**src/rtl/data_ram_arbiter.sv**
```systemverilog
// Two-master arbiter sharing the data RAM port; the owner passes straight through.
// Define DATA_ARB_ROUND_ROBIN_EN for burst-limited round-robin, else m0 has fixed priority.
module data_ram_arbiter #(
  parameter int ADDR_W    = 32,
  parameter int DATA_W    = 32,
  parameter int MAX_BURST = 8
) (
  input  logic              clk,
  input  logic              rst,
  input  logic              m0_ce_i,
  input  logic              m0_we_i,
  input  logic [ADDR_W-1:0] m0_addr_i,
  input  logic [3:0]        m0_sel_i,
  input  logic [DATA_W-1:0] m0_data_i,
  output logic [DATA_W-1:0] m0_data_o,
  output logic              m0_stall_o,
  input  logic              m1_ce_i,
  input  logic              m1_we_i,
  input  logic [ADDR_W-1:0] m1_addr_i,
  input  logic [3:0]        m1_sel_i,
  input  logic [DATA_W-1:0] m1_data_i,
  output logic [DATA_W-1:0] m1_data_o,
  output logic              m1_stall_o,
  output logic              ram_ce_o,
  output logic              ram_we_o,
  output logic [ADDR_W-1:0] ram_addr_o,
  output logic [3:0]        ram_sel_o,
  output logic [DATA_W-1:0] ram_data_o,
  input  logic [DATA_W-1:0] ram_data_i,
  output logic              owner_o
);

  if (MAX_BURST < 2) begin : g_bad_burst
    $error("MAX_BURST must be at least 2");
  end

  logic              owner_q;
  logic              owner_d;
  logic              o_ce;
  logic              o_we;
  logic              x_ce;
  logic [ADDR_W-1:0] o_addr;
  logic [3:0]        o_sel;
  logic [DATA_W-1:0] o_wdata;
  logic              pass;

  always_comb begin
    if (owner_q) begin
      o_ce    = m1_ce_i;
      o_we    = m1_we_i;
      o_addr  = m1_addr_i;
      o_sel   = m1_sel_i;
      o_wdata = m1_data_i;
      x_ce    = m0_ce_i;
    end else begin
      o_ce    = m0_ce_i;
      o_we    = m0_we_i;
      o_addr  = m0_addr_i;
      o_sel   = m0_sel_i;
      o_wdata = m0_data_i;
      x_ce    = m1_ce_i;
    end
  end

  // Reset blanks every output so an abandoned burst cannot write.
  assign pass       = ~rst & o_ce;
  assign ram_ce_o   = pass;
  assign ram_we_o   = pass & o_we;
  assign ram_addr_o = pass ? o_addr  : '0;
  assign ram_sel_o  = pass ? o_sel   : '0;
  assign ram_data_o = pass ? o_wdata : '0;
  assign m0_data_o  = (~rst & ~owner_q) ? ram_data_i : '0;
  assign m1_data_o  = (~rst &  owner_q) ? ram_data_i : '0;
  assign m0_stall_o = ~rst & m0_ce_i &  owner_q;
  assign m1_stall_o = ~rst & m1_ce_i & ~owner_q;
  assign owner_o    = ~rst & owner_q;

`ifdef DATA_ARB_ROUND_ROBIN_EN
  localparam int CW = $clog2(MAX_BURST);
  localparam logic [CW-1:0] LAST = CW'(MAX_BURST - 1);

  logic [CW-1:0] cnt_q;
  logic [CW-1:0] cnt_d;

  always_comb begin
    owner_d = owner_q;
    cnt_d   = '0;
    if (x_ce) begin
      if (!o_ce || cnt_q == LAST) begin
        owner_d = ~owner_q;
      end else begin
        cnt_d = cnt_q + 1'b1;
      end
    end
  end

  always_ff @(posedge clk) begin
    if (rst) begin
      owner_q <= 1'b0;
      cnt_q   <= '0;
    end else begin
      owner_q <= owner_d;
      cnt_q   <= cnt_d;
    end
  end
`else
  logic unused_x_ce;
  assign unused_x_ce = x_ce;

  always_comb begin
    owner_d = owner_q;
    if (m0_ce_i) begin
      owner_d = 1'b0;
    end else if (m1_ce_i) begin
      owner_d = 1'b1;
    end
  end

  always_ff @(posedge clk) begin
    if (rst) begin
      owner_q <= 1'b0;
    end else begin
      owner_q <= owner_d;
    end
  end
`endif

endmodule

```
**config.mk**
```make
export PLATFORM = sky130hd
export DESIGN_NAME = data_ram_arbiter
export DESIGN_NICKNAME = d
export VERILOG_FILES = /design/src/rtl/data_ram_arbiter.sv
export SDC_FILE = /design/constraint.sdc
export NUM_CORES = 1
export LEC_CHECK = 0
export CAP_MARGIN = 10
export CORE_AREA = 2 2 121 123
export CTS_CLUSTER_DIAMETER = 40
export DETAILED_ROUTE_END_ITERATION = 10
export DIE_AREA = 0 0 123 125
export PLACE_DENSITY = 0.56
export REMOVE_ABC_BUFFERS = 1
export SLEW_MARGIN = 0
export SYNTH_ARGS = -nofsm -noshare
export SYNTH_HDL_FRONTEND = slang
export SYNTH_SLANG_ARGS = --single-unit
```
**constraint.sdc**
```tcl
create_clock -name clk -period 2.7 [get_ports clk]
set_clock_uncertainty 0.05 [all_clocks]
set_input_delay 0.81 -clock clk [delete_from_list [all_inputs] [get_ports clk]]
set_output_delay 0.81 -clock clk [all_outputs]
set_load 0.02 [all_outputs]
```
[After elaboration in Yosys (flattened, before gate mapping)]
Cells that the tools add are included.
Storage, ports and cells
  bits of input ports: 174
  register bits after elaboration: 1
  output and inout port bits: 137
  logic and storage cells: 22
Cells by class
  muxes and demuxes: 10
  reduce and logical (&&, ||, !) cells: 1
  bitwise gates (word level): 10
Operator list (number)
  32-bit 2-to-1 mux: 6
  1-bit bitwise AND: 8
  4-bit 2-to-1 mux: 2
  1-bit 2-to-1 mux: 2
  1-bit NOT: 2
  2-bit OR reduction: 1

[Depth between registers and ports, before layout]
Gate-level depths: netlist (run 1).
  depth in word-level cells: 3
  depth in mapped cells: 5
  depth with buffers taken out: 2

[Worst setup path before layout (run 1)]
OpenSTA, ideal clock, no wires.
  path type: input port to output port
  start point: in rst
  end point: out ram_data_o[13]
  slack: 35 ps
  arrival time: 1805 ps
  stages: 3
  buffers on the path: 2
  data required time: 1840 ps
  cells stage by stage: buf_4 -> clkbuf_1 -> o32ai_1
Between the ends
  cells in the longest elaborated chain, start to end: 3
Ends and longest elaborated chain
  start: declaration: RTL line 9  | input logic rst,
  1-bit NOT: RTL line 66  | assign pass = ~rst & o_ce;
  1-bit bitwise AND: RTL line 66
  32-bit 2-to-1 mux: RTL line 71  | assign ram_data_o = pass ? o_wdata : '0;
  end: declaration: RTL line 28  | output logic [DATA_W-1:0] ram_data_o,
Every way passes these cells.

[Worst setup path in the final report (run 1)]
  start point: in rst
  end point: out m0_data_o[1]
Between the ends
  cells in the longest elaborated chain, start to end: 3
Ends and longest elaborated chain
  1-bit NOT: RTL line 72  | assign m0_data_o = (~rst & ~owner_q) ? ram_data_i : '0;
  1-bit bitwise AND: RTL line 72
  32-bit 2-to-1 mux: RTL line 72
  end: declaration: RTL line 15  | output logic [DATA_W-1:0] m0_data_o,
Every way passes these cells.

==> results of run 1 <==
worst register-to-register path, delay by kind of cell (launching register included):
kind             cells  cell delay [ns]
flip-flops           1             0.48
AND/OR/NAND/NOR      2             0.22
cells in the mapped netlist, types with 2 or more instances:
cell type  number
nor2_1          2
buf_6           2
nand2_1        70
o32ai_2        10
o32ai_1        59
clkbuf_1       24
inv_1          69
and2_1         66
buf_2          10
kinds of logic after synthesis:
logic type             share of synthesized area [%]
AO/OA/AOI/OAI                                   37.1
buffers and inverters                           23.3
flip-flops                                      1.09
AND/OR/NAND/NOR                                 38.5
area by class of cell:
cell class / count / area (um2) / share of cell area (%)
tap: 184 / 230 / 4.53
antenna: 1 / 2.50 / 0.0493
timing repair buffer: 325 / 2870 / 56.6
inverter: 69 / 259 / 5.10
multi-input combinational: 212 / 1690 / 33.3
sequential: 1 / 20.0 / 0.394
through the flow:
stage	util (%)	instances	hold slack (ns)	cell area [um2]	total power (uW)
2_1_floorplan	-	282	0.453	1670	280
3_3_place_gp	36.6	789	0.569	5190	804
3_5_place_dp	36.6	789	0.550	5190	809
4_1_cts	35.2	791	0.610	5000	769
5_1_grt	35.7	791	0.647	5070	841
6_report	35.7	792	0.599	5080	784
timing repair:
action / CTS / global route
pin swaps: 0 / 1
resized for setup: 499 / 98
cloned: 2 / 0
setup endpoints to repair: 137 / 96
layer usage:
layer | routed length [um] | part of all wire, % | GRT usage [%]
met5 | 0 | 0 | 0
met4 | 151 | 1.2 | 1.54
met3 | 1270 | 10 | 3.33
met2 | 6300 | 52 | 28.2
met1 | 4510 | 37 | 15.6
power by group:
part           switching [uW]  internal (uW)
combinational             358            409
clock                       0      0.0000496
sequential               1.80           15.8
worst max-delay path by stage:
stage | startpoint | endpoint | slack [ns] | depth (start not counted)
6_report | rst | m0_data_o[1] | 0.04 | 6
5_1_grt | rst | m0_data_o[28] | -0.03 | 6
4_1_cts | rst | m1_data_o[3] | 0.0001 | 5
3_5_place_dp | m1_ce_i | ram_addr_o[10] | -0.82 | 5
3_3_place_gp | m1_ce_i | ram_data_o[16] | -0.77 | 5
2_1_floorplan | m1_ce_i | ram_addr_o[0] | -0.86 | 2
==> summary.txt, run 1 <==
Timing
  – Tcrit/Tclk final: 98.5%
  – Max_slew headroom: 75.0%
  – RSZ-0062 raised after global routing: yes
  – Measured slew at the worst slew-check pin: 0.376 ns
  – TNS Setup: 0 ns
  – Fin. max-slew vios: 0
  – Final setup fails: 0
  – Final worst slack: 0.0401 ns
  – Fmax: 0.376 GHz
  – Period minus WS final: 2.66 ns
  – Final hold violations: 0

Yosys
  – Mapped Area: 1840 um2
  – Post-synth ARST share: 0%
  – Top_reg_cell synth: dfxtp_1
  – Part of the Yosys area used for sequential elements: 1.09%
  – Top-area cell type share of the netlist area: 28.0%
  – Flops & latches, synth: 1
  – Mapped Cells: 319
  – Syn_area_per_cell: 5.78 um2
  – Area contributors post-synth: o32ai_1, and2_1, nand2_1
  – Synthesis Warnings: 0
  – Library cells used by synthesis: 16
  – Number of synthesized flops with an enable pin: 0
  – Most area-hungry cell type in the Yosys netlist: o32ai_1

Job
  – Max_cap viols: 0

Floorplan
  – Die Width: 123 um
  – Die Y: 125 um
  – Num ports: 311
  – Core region area: 14200 um2
  – Die area: 15400 um2
  – Rows: 44
  – Starting Density: 13.0%

Layout
  – Top Registers: owner_q (1)
  – Number of fillers in the final layout: 1544
  – Most flop-heavy register: owner_q
  – Max reg flops: 1
  – Most frequent cells in the layout: clkdlybuf4s50_1, inv_1, nand2_1, buf_2, and2_1
  – Layout cells sized above 1: 30.3%
  – Area Overhead vs Synth: 175%
  – Nets: 783
  – Commonest non-fill, non-tap cell in the layout: clkdlybuf4s50_1

Worst setup path
  – Most Frequent Cell on Critical Path: buf_4
  – Worst Path Arrival: 1.80 ns
  – CP Cell Sequence: buf_4 -> buf_4 -> nor2_4 -> buf_4 -> and2_1 -> clkdlybuf4s15_2
  – CP max FO: 9
  – FF-to-FF path depth: 2
  – CP max stage cell: clkdlybuf4s15_2
  – Top Family by Delay on Critical Path: buffers and inverters
  – Crit path launch type: input pin
  – Reg-to-reg setup timing slack: 1.86 ns
  – Worst Setup End Kind: output port
  – CP required: 1.84 ns
  – Worst r2r dst: owner_q
  – Buf/Inv on CP: 4
  – Max incr delay on CP: 0.26 ns
  – Crit path kind: input pin to output port
  – R2r startpoint: owner_q

Routing
  – Final ANT Viol Nets: 0
  – Drt total wl: 12200 um
  – Via/cell ratio: 4.31
  – Routed WL per cell: 15.4 um
  – Via count: 3412
  – DR DRC count: 0
  – First-pass detailed-route iteration total: 4
  – 1st-iter DRT viols: 69

Clock tree
  – CTS Hold Bufs: 0
  – Clk_lat worst skew: 0 ns
  – Post-CTS Setup Inserts: 0
  – Clock-pin slew on the worst setup and hold paths: 0 ns

Min path
  – Hold Crit Class: flop to flop
  – Worst Hold Launch: owner_q
  – Worst Hold Path EP: owner_q
  – Worst hold stages: 2

Place
  – Number of port buffers: 310
  – Routability Congestion: 0.890
  – Post-DP HPWL: 9800 um
  – Pre-CTS setup slack: -0.822 ns

Power
  – LEAKAGE: 0.00236 uW
  – VDD IR max: 0.0000556 V
  – PwrDens: 154 nW/um2

Global route
  – Vias in the first global route: 3479
  – Global Route Usage Sum: 14.3%
  – Remaining Overflow, GRT: 0
  – Global-route wire length before repair: 17900 um
  – Initial antenna violation count: 1
  – Pin count of the biggest net entering global routing: 45

Outcome
  – Outcome: finished, final reports clean
Power figures use the tool's default switching activity.
==> inputs of run 2 (changes only) <==
Settings changed: GPL_ROUTABILITY_DRIVEN set to 0.
==> results of run 2 <==
Final layout, timing and power as in run 1 (identical DEF).
==> inputs of run 3 (changes only) <==
Settings changed: CORE_AREA 2 2 121 123 to 2 2 119 121, DIE_AREA 0 0 123 125 to 0 0 121 123, PLACE_DENSITY 0.56 to 0.57.
Clock period 2.7 ns to 2.88 ns, I/O delays scaled along.
==> summary.txt, run 3 (synthesis results as in run 1) <==
Routing
  – DR DRC count: 0 (unchanged)
  – 1st-iter DRT viols: 106 (+54%)
  – Via count: 3393 (-0.56%)
  – Via/cell ratio: 4.29 (-0.43%)
  – Drt total wl: 11800 um (-3.2%)
  – First-pass detailed-route iteration total: 4 (unchanged)
  – Final ANT Viol Nets: 0 (unchanged)
  – Routed WL per cell: 15.0 um (-3.1%)

Power
  – PwrDens: 147 nW/um2 (-5.1%)
  – Int Pwr: 391 uW (-7.9%)
  – Comb pwr share: 97.7% (about the same)
  – Sw frac: 45.5% (-0.35 points)
  – VDD IR max: 0.0000532 V (-4.4%)
  – Clock power share: 0% (unchanged)
  – LEAKAGE: 0.00237 uW (+0.74%)
  – Switching power: 326 uW (-9.2%)
  – Share of power burned in registers: 2.3% (about the same)

Global route
  – Met2 usage: 28.3% (+0.091 points)
  – Top Usage Layer GRT: met2
  – Initial antenna violation count: 0 (-1)
  – Remaining Overflow, GRT: 0 (unchanged)
  – Met3 Use GR: 2.49% (-0.84 points)
  – Pin count of the biggest net entering global routing: 38 (-16%)
  – Vias in the first global route: 3220 (-7.4%)
  – Met1 Resource Use GR: 14.3% (-1.3 points)
  – Global-route wire length before repair: 16600 um (-7.5%)
  – Global Route Usage Sum: 13.6% (-0.68 points)

Timing
  – Final hold violations: 0 (unchanged)
  – Tcrit/Tclk final: 98.7%
  – Max_slew headroom: 73.0% (-1.9 points)
  – Fmax: 0.352 GHz
  – Final setup fails: 0 (unchanged)
  – Measured slew at the worst slew-check pin: 0.405 ns (+0.0290 ns)
  – Period minus WS final: 2.84 ns
  – Final worst slack: 0.0362 ns (-0.00396 ns)
  – Final hold slack: 0.560 ns (-0.0396 ns)
  – Fin. max-slew vios: 0 (unchanged)

Floorplan
  – Num ports: 311 (unchanged)
  – Die Width: 121 um (-1.6%)
  – Die Y: 123 um (-1.6%)
  – Starting Density: 13.5% (+0.56 points)
  – Rows: 43 (-2.3%)
  – Core region area: 13600 um2 (-4.2%)
  – Die area: 14900 um2 (-3.2%)

Layout
  – Final Util: 35.9% (+0.19 points)
  – Area Overhead vs Synth: 165%
  – Final Cell Area: 4890 um2 (-3.6%)
  – Most frequent cells in the layout: clkdlybuf4s50_1, buf_2, inv_1, nand2_1, and2_1
  – Commonest non-fill, non-tap cell in the layout: clkdlybuf4s50_1
  – Most flop-heavy register: owner_q
  – Top Registers: owner_q (1)
  – Number of fillers in the final layout: 1487 (-3.7%)
  – Layout cells sized above 1: 28.5% (-1.8 points)
  – N_diodes: 0 (-1)
  – Max reg flops: 1 (unchanged)
  – Finished Layout Cells: 791 (-0.13%)
  – Nets: 787 (+0.51%)

Worst setup path
  – Crit path launch type: input pin
  – Reg-to-reg setup timing slack: 2.09 ns (+0.23 ns)
  – CP max FO: 34 (+25)
  – Worst Path Arrival: 1.93 ns (+0.13 ns)
  – Crit path kind: input pin to output port
  – CP required: 1.97 ns (+0.13 ns)
  – R2r startpoint: owner_q
  – Worst r2r dst: owner_q
  – Worst Setup End Kind: output port
  – CP max stage cell: clkdlybuf4s15_2
  – Max incr delay on CP: 0.25 ns (about the same)
  – FF-to-FF path depth: 2 (unchanged)
  – CP Cell Sequence: buf_2 -> buf_6 -> and2b_2 -> buf_12 -> and2_1 -> clkdlybuf4s15_2

Clock tree
  – Clock-pin slew on the worst setup and hold paths: 0 ns (unchanged)
  – Clk_lat worst skew: 0 ns (unchanged)
  – CTS Hold Bufs: 0 (unchanged)

Min path
  – Worst Hold Launch: owner_q
  – Worst hold stages: 2 (unchanged)
  – Hold Crit Class: flop to flop
  – Worst Hold Path EP: owner_q

Outcome
  – Outcome: finished, final reports clean

Place
  – Pre-CTS setup slack: -0.782 ns (+0.0398 ns)
  – Number of port buffers: 310 (unchanged)
  – DP Area: 5210 um2 (+0.39%)
  – Post-DP HPWL: 9570 um (-2.4%)
  – Placed Instances: 790 (+0.13%)

Job
  – Max_cap viols: 0 (unchanged)
[run 3: metrics by stage]
step | total power [uW] | TNS, ns
after detailed placement | 764 | -67.85
after global placement | 758 | -67.08
after floorplan | 262 | -52.43
after global routing | 766 | -0.00532
after CTS | 708 | 0
final | 717 | 0
[run 3: final cells by class]
type | count | area [um2] | area share [%]
Tap cell | 180 | 225 | 4.60
Inverter | 69 | 259 | 5.29
Timing Repair Buffer | 329 | 2850 | 58.2
Sequential cell | 1 | 20.0 | 0.409
Multi-Input combinational cell | 212 | 1540 | 31.5
[run 3: how the worst max path moves through the flow]
stage               startpoint             to  slack [ns]  cells past startpoint
floorplan              m1_ce_i  ram_addr_o[0]       -0.79                      2
global placement       m1_ce_i  ram_addr_o[1]       -0.78                      5
detailed placement     m1_ce_i  ram_addr_o[1]       -0.78                      5
CTS                        rst   m0_data_o[5]     0.00004                      6
global route               rst  m1_data_o[22]      -0.005                      6
finish                     rst  m1_data_o[22]        0.04                      6
[run 3: critical path: cells and delay by family]
| kind | cells | cell delay (ns) |
|---|---|---|
| buf+inv | 4 | 0.67 |
| simple gates | 2 | 0.39 |
[run 3: power by group through the flow]
stage               registers (uW)  logic [uW]  clock network [uW]
finish                        16.3         701                   0
global route                  16.6         750                   0
CTS                           16.5         691                   0
detailed placement            16.2         748                   0
global placement              16.2         742                   0
floorplan                     15.4         247                   0
[run 3: metal layers]
metal | vias up | wire length [um]
met5 | - | 0
met4 | 0 | 183
met3 | 12 | 1070
met2 | 196 | 6270
met1 | 1537 | 4310
li1 | 1648 | -
[run 3: repair_timing]
item / CTS / global route
gates cloned: 0 / 1
endpoints found under the setup margin: 137 / 93
resized for setup: 499 / 88
buffers inserted: 0 / 0
pin swaps: 0 / 1
